### config.mk
export PLATFORM = sky130hd
export DESIGN_NAME = cpa_chunk_sequencer
export DESIGN_NICKNAME = d
export VERILOG_FILES = /design/src/rtl/cpa_chunk_sequencer.sv
export SDC_FILE = /design/constraint.sdc
export NUM_CORES = 2
export LEC_CHECK = 0
export CAP_MARGIN = 20
export CORE_UTILIZATION = 35
export CTS_BUF_LIST = sky130_fd_sc_hd__clkbuf_4 sky130_fd_sc_hd__clkbuf_8 sky130_fd_sc_hd__clkbuf_16
export CTS_CLUSTER_SIZE = 30
export DETAILED_ROUTE_END_ITERATION = 10
export DONT_BUFFER_PORTS = 1
export RECOVER_POWER = 100
export SLEW_MARGIN = 0
export SYNTH_ARGS = -nofsm -noshare
export SYNTH_HDL_FRONTEND = slang
export SYNTH_SLANG_ARGS = --single-unit
### constraint.sdc
create_clock -name clk -period 5.26 [get_ports clk]
set_input_delay 1.578 -clock clk [delete_from_list [all_inputs] [get_ports clk]]
set_output_delay 1.578 -clock clk [all_outputs]
set_load 0.02 [all_outputs]
### src/rtl/cpa_chunk_sequencer.sv
// Multi-cycle wide add/subtract: one WIDTH-bit operation is summed CHUNK bits per
// cycle through a 4-bit-group lookahead adder, least-significant chunk first.
module cpa_chunk_sequencer #(
  parameter int unsigned WIDTH = 256,
  parameter int unsigned CHUNK = 64
) (
  input  logic             clk,
  input  logic             rst_n,
  input  logic             in_valid,
  output logic             in_ready,
  input  logic [WIDTH-1:0] in_a,
  input  logic [WIDTH-1:0] in_b,
  input  logic             in_cin,
  input  logic             in_sub,
  output logic             out_valid,
  input  logic             out_ready,
  output logic [WIDTH-1:0] out_sum,
  output logic             out_cout,
  output logic             busy
);

  localparam int unsigned NUM_CHUNKS = WIDTH / CHUNK;
  localparam int unsigned NUM_GROUPS = CHUNK / 4;
  localparam int unsigned IDX_W      = (NUM_CHUNKS > 1) ? $clog2(NUM_CHUNKS) : 1;

  generate
    if (((WIDTH % CHUNK) != 0) || ((CHUNK % 4) != 0)) begin : g_bad_params
      $error("cpa_chunk_sequencer: WIDTH must be a multiple of CHUNK and CHUNK a multiple of 4");
    end
  endgenerate

  typedef enum logic [1:0] {
    IDLE,
    RUN,
    DONE
  } state_t;

  state_t             state, state_nxt;
  logic [WIDTH-1:0]   a_reg, b_reg, sum_reg;
  logic               carry, cout_reg;
  logic [IDX_W-1:0]   idx;
  logic               last_chunk;

  logic [CHUNK-1:0]      bit_g, bit_p, chunk_sum;
  logic [NUM_GROUPS-1:0] grp_g, grp_p;
  logic [NUM_GROUPS:0]   grp_c;
  logic                  chunk_cout;
  logic                  la_acc, la_prop, bit_carry;

  // Chunk adder: per-group generate/propagate, then every group carry is expanded
  // directly from carry-in (no ripple between groups); bits ripple inside a group.
  always_comb begin
    bit_g     = a_reg[CHUNK-1:0] & b_reg[CHUNK-1:0];
    bit_p     = a_reg[CHUNK-1:0] ^ b_reg[CHUNK-1:0];
    grp_g     = '0;
    grp_p     = '0;
    grp_c     = '0;
    chunk_sum = '0;
    la_acc    = 1'b0;
    la_prop   = 1'b0;
    bit_carry = 1'b0;
    for (int unsigned k = 0; k < NUM_GROUPS; k++) begin
      grp_p[k] = &bit_p[4*k +: 4];
      grp_g[k] = bit_g[4*k+3]
               | (bit_p[4*k+3] & bit_g[4*k+2])
               | (bit_p[4*k+3] & bit_p[4*k+2] & bit_g[4*k+1])
               | (bit_p[4*k+3] & bit_p[4*k+2] & bit_p[4*k+1] & bit_g[4*k]);
    end
    grp_c[0] = carry;
    for (int unsigned k = 0; k < NUM_GROUPS; k++) begin
      la_acc  = grp_g[k];
      la_prop = grp_p[k];
      for (int unsigned j = k; j > 0; j--) begin
        la_acc  = la_acc | (la_prop & grp_g[j-1]);
        la_prop = la_prop & grp_p[j-1];
      end
      grp_c[k+1] = la_acc | (la_prop & carry);
    end
    for (int unsigned k = 0; k < NUM_GROUPS; k++) begin
      bit_carry = grp_c[k];
      for (int unsigned i = 0; i < 4; i++) begin
        chunk_sum[4*k+i] = bit_p[4*k+i] ^ bit_carry;
        bit_carry        = bit_g[4*k+i] | (bit_p[4*k+i] & bit_carry);
      end
    end
    chunk_cout = grp_c[NUM_GROUPS];
  end

  always_ff @(posedge clk or negedge rst_n) begin
    if (!rst_n) state <= IDLE;
    else        state <= state_nxt;
  end

  always_comb begin
    state_nxt  = state;
    in_ready   = 1'b0;
    out_valid  = 1'b0;
    busy       = 1'b0;
    last_chunk = (idx == IDX_W'(NUM_CHUNKS - 1));
    unique case (state)
      IDLE: begin
        in_ready = 1'b1;
        if (in_valid) state_nxt = RUN;
      end
      RUN: begin
        busy = 1'b1;
        if (last_chunk) state_nxt = DONE;
      end
      DONE: begin
        out_valid = 1'b1;
        busy      = 1'b1;
        if (out_ready) state_nxt = IDLE;
      end
      default: state_nxt = IDLE;
    endcase
  end

  always_ff @(posedge clk or negedge rst_n) begin
    if (!rst_n) begin
      a_reg    <= '0;
      b_reg    <= '0;
      sum_reg  <= '0;
      carry    <= 1'b0;
      cout_reg <= 1'b0;
      idx      <= '0;
    end else if (state == IDLE) begin
      if (in_valid) begin
        a_reg <= in_a;
        b_reg <= in_sub ? ~in_b : in_b;
        carry <= in_sub | in_cin;
        idx   <= '0;
      end
    end else if (state == RUN) begin
      // Completed chunks enter at the top so the result is aligned after the last one.
      sum_reg <= (sum_reg >> CHUNK) | (WIDTH'(chunk_sum) << (WIDTH - CHUNK));
      a_reg   <= a_reg >> CHUNK;
      b_reg   <= b_reg >> CHUNK;
      carry   <= chunk_cout;
      idx     <= idx + IDX_W'(1);
      if (last_chunk) cout_reg <= chunk_cout;
    end
  end

  assign out_sum  = sum_reg;
  assign out_cout = cout_reg;

endmodule

==> impl_metrics.py <==
metrics = {
    "clock_network": {
        "clkLatencyLatePin_ns": 0.65,
        "cts_made_buffers": 89,
        "clockRootBuffer": "clkbuf_16",
        "path_clk_slew_ns": 0.06,
        "clockBufferDepth": 3,
        "post-cts-setup-buffer-count": 0,
        "cts_max_level": 3,
        "cts_resized": 0,
        "holdBufCountCts": 0,
        "clock_sinks": 774,
        "cts_tree": "yes",
    },
    "synth": {
        "post-synth-top-area-cell": "dfrtp_1",
        "synth_top_family_by_area": "multiplexers",
        "synthXorXnorAreaFrac_pct": 6.71,
        "postSynthRegisterBits": 774,
        "yosysTopAreaCellShare_pct": 54.4,
        "synth_cell_types": 48,
        "ys_top_cells_by_area": "dfrtp_1 54%, mux2_2 7.6%, xnor2_1 6.7%, mux2i_1 5.6%, a221o_1 5.4%",
        "postSynthAreaPerCell_um2": 12.0,
        "yosysMostFrequentCell": "dfrtp_1",
        "yosys-top-cells-count": "774 x dfrtp_1, 275 x nand2_1, 273 x xnor2_1, 269 x o21ai_0, 239 x mux2_2",
        "ys_warn_count": 0,
        "synth_seq_area_share_pct": 54.4,
        "syn_nets": 3603,
        "count_of_flip_flops_with_a_built_in_enable_after_synthesis": 0,
        "synthSimpleGateAreaFrac_pct": 5.70,
        "post_synth_arst_share_pct": 100,
        "synth_compound_gate_area_share_pct": 12.2,
        "netlist_area_before_placement_um2": 35600,
        "post_synth_inst_count": 2969,
        "synthFlopType": "dfrtp_1",
        "post_synth_mux_area_share_pct": 13.2,
        "synth-adder-area-share_pct": 5.09,
    },
    "outcome": {
        "failed_checks": "max-capacitance violations, max-slew violations",
        "outcome": "complete, but fails checks",
    },
    "power": {
        "pwr_total_mw": 30.3,
        "pwr-share-seq_pct": 42.2,
        "worst_ir_drop_on_vdd_mv": 0.587,
        "power_switching_mw": 12.2,
        "power.internal_mw": 18.0,
        "switching_share_pct": 40.4,
        "power_density_nw_per_um2": 761,
        "comb_power_share_pct": 36.5,
        "clock_power_share_pct": 21.3,
        "static_leakage_power_nw": 17.5,
    },
    "critical_path": {
        "critPathCaptureType": "register",
        "worst_r2r_endpoint": "b_reg[10]",
        "critPathArrivalTime_ns": 5.06,
        "worstSetupPathType": "reg2reg",
        "rrSetupSlack_ns": 0.72,
        "largest_fanout_on_the_critical_path": 69,
        "r2r_cell_count": 7,
        "worstSetupStartpointType": "register",
        "required_ns": 5.78,
        "worst_flop_to_flop_path_startpoint": "state[1]",
    },
    "place": {
        "final_replace_weighted_congestion": 0.808,
        "io_buffers": 0,
        "hpwlAfterDp_mm": 74.2,
    },
    "route": {
        "detailed_route_iter0_violations": 1705,
        "via_per_inst": 5.21,
        "wire_per_inst_um": 24.4,
        "post-route-drc-count": 0,
        "detailedRoute.firstPassIterationCount": 5,
        "antenna_left": 0,
        "route.final.wire_length_mm": 105,
        "detailroute.via_count": 22400,
    },
    "hold_path": {
        "whs_endpoint": "a_reg[127]",
        "timing.hold.worst.class": "reg2reg",
        "worstHoldStart": "a_reg[127]",
        "worstHoldPathCells": 2,
    },
    "global_route": {
        "pin_count_of_the_biggest_net_entering_global_routing": 775,
        "grt_pass1_wl_mm": 154,
        "globalRouteOverflowTotal": 0,
        "grt_util_all_layers_pct": 19.9,
        "antenna_found_initial": 13,
        "first_global_vias": 22400,
    },
    "final_layout": {
        "share_of_cells_above_drive_strength_1_pct": 15.0,
        "num-fill-cells": 9732,
        "syn_to_final_growth_pct": 11.8,
        "finish.net_count": 3504,
    },
    "sta": {
        "max_clock_freq_ghz": 0.220,
        "post-route-period-util_pct": 86.3,
        "timing.max_slew.rel_slack_pct": -123,
        "finalClockSkew_ns": 0.0127,
        "unrepaired_setup_endpoints_after_global_routing": "no",
        "final.setup.tns_ns": 0,
        "report.final.hold_viol_count": 0,
        "report.final.slew_viol_count": 548,
        "slew_at_the_pin_closest_to_its_max_slew_limit_ns": 3.35,
        "min_period_ns": 4.54,
        "setup-violations-final": 0,
    },
    "floorplanning": {
        "ios": 778,
        "die_area_um2": 103000,
        "initial_core_util_pct": 35.5,
        "core.rowCount": 116,
        "die_y_um": 321,
        "die_width_um": 321,
        "design.core.area_um2": 100000,
    },
    "job": {
        "max_cap_violations": 3,
    },
}
## power groups by stage
stage | registers (mW) | logic [mW] | clock network, mW
2_1_floorplan | 11.7 | 8.57 | 0
3_3_place_gp | 12.8 | 11.0 | 0
3_5_place_dp | 12.9 | 11.1 | 0
4_1_cts | 12.8 | 11.2 | 6.61
5_1_grt | 13.1 | 12.3 | 6.85
6_report | 12.8 | 11.1 | 6.45
## logic make-up after synthesis
kind of cell             after synthesis
XOR/XNOR                             273
AND/OR/NAND/NOR                      515
multiplexers                         439
AO/OA/AOI/OAI                        596
buffers and inverters                256
flip-flops                           774
adder cells (fa/ha/maj)              116
## through the flow
| step | cells | util [%] | hold WS (ns) | worst slack [ns] | instance area (um2) |
|---|---|---|---|---|---|
| after floorplan | 2969 | - | 0.449 | 1.48 | 35600 |
| after global placement | 4136 | 36.7 | 0.460 | 0.985 | 36900 |
| after detailed placement | 4136 | 36.7 | 0.469 | 0.976 | 36900 |
| after CTS | 4295 | 39.7 | 0.482 | 0.937 | 39900 |
| after global routing | 4296 | 39.6 | 0.491 | 0.393 | 39800 |
| final | 4299 | 39.6 | 0.476 | 0.718 | 39800 |
## worst max path at each step
stage,from,to,slack (ns),depth (start not counted)
detailed placement,a_reg[2],out_sum[254],0.98,13
floorplan,a_reg[2],out_sum[254],1.48,13
CTS,a_reg[2],out_sum[254],0.94,13
global route,state[1],a_reg[0],0.39,7
finish,state[1],b_reg[10],0.72,7
global placement,a_reg[2],out_sum[254],0.99,13
## critical path: stages, from the launching register on
cell	delay [ns]
dfrtp_1	0.40
inv_1	0.12
ha_1	1.37
nor2b_1	0.47
nor2_4	0.05
clkbuf_2	0.70
buf_2	0.75
a221o_1	0.46
## metal layers
metal	routed length [um]	vias to the layer above	global-route usage, %
met5	57	-	0
met4	2550	8	5.05
met3	7110	142	5.59
met2	48000	628	30.6
met1	47200	11300	27.6
li1	-	10300	-
## placed cells by master (no fill, tap or decap), types with 6 or more instances in the layout
master / instances
a21o_1: 12
clkbuf_8: 19
clkinv_2: 12
a21oi_1: 34
mux2i_1: 200
a22o_1: 64
a221o_1: 192
mux2_2: 239
nand4_1: 6
xnor2_1: 273
nor2_1: 209
buf_12: 6
nand2_1: 274
clkbuf_16: 91
fa_1: 48
o21ai_0: 270
dfrtp_1: 774
bufinv_16: 7
inv_1: 40
clkbuf_4: 19
buf_4: 9
ha_1: 67
## final cells by class
type / instances / area, um2 / share of cell area, %
repair buffers: 26 / 245 / 0.616
diodes: 4 / 10.0 / 0.0251
clock buffers: 128 / 2670 / 6.72
well taps: 1357 / 1700 / 4.27
inverters: 40 / 150 / 0.377
clock inverters: 31 / 378 / 0.949
flip-flops and latches: 774 / 19400 / 48.7
multi-input cells: 1939 / 15300 / 38.4
Note: power is estimated with default switching activity, not from simulation.
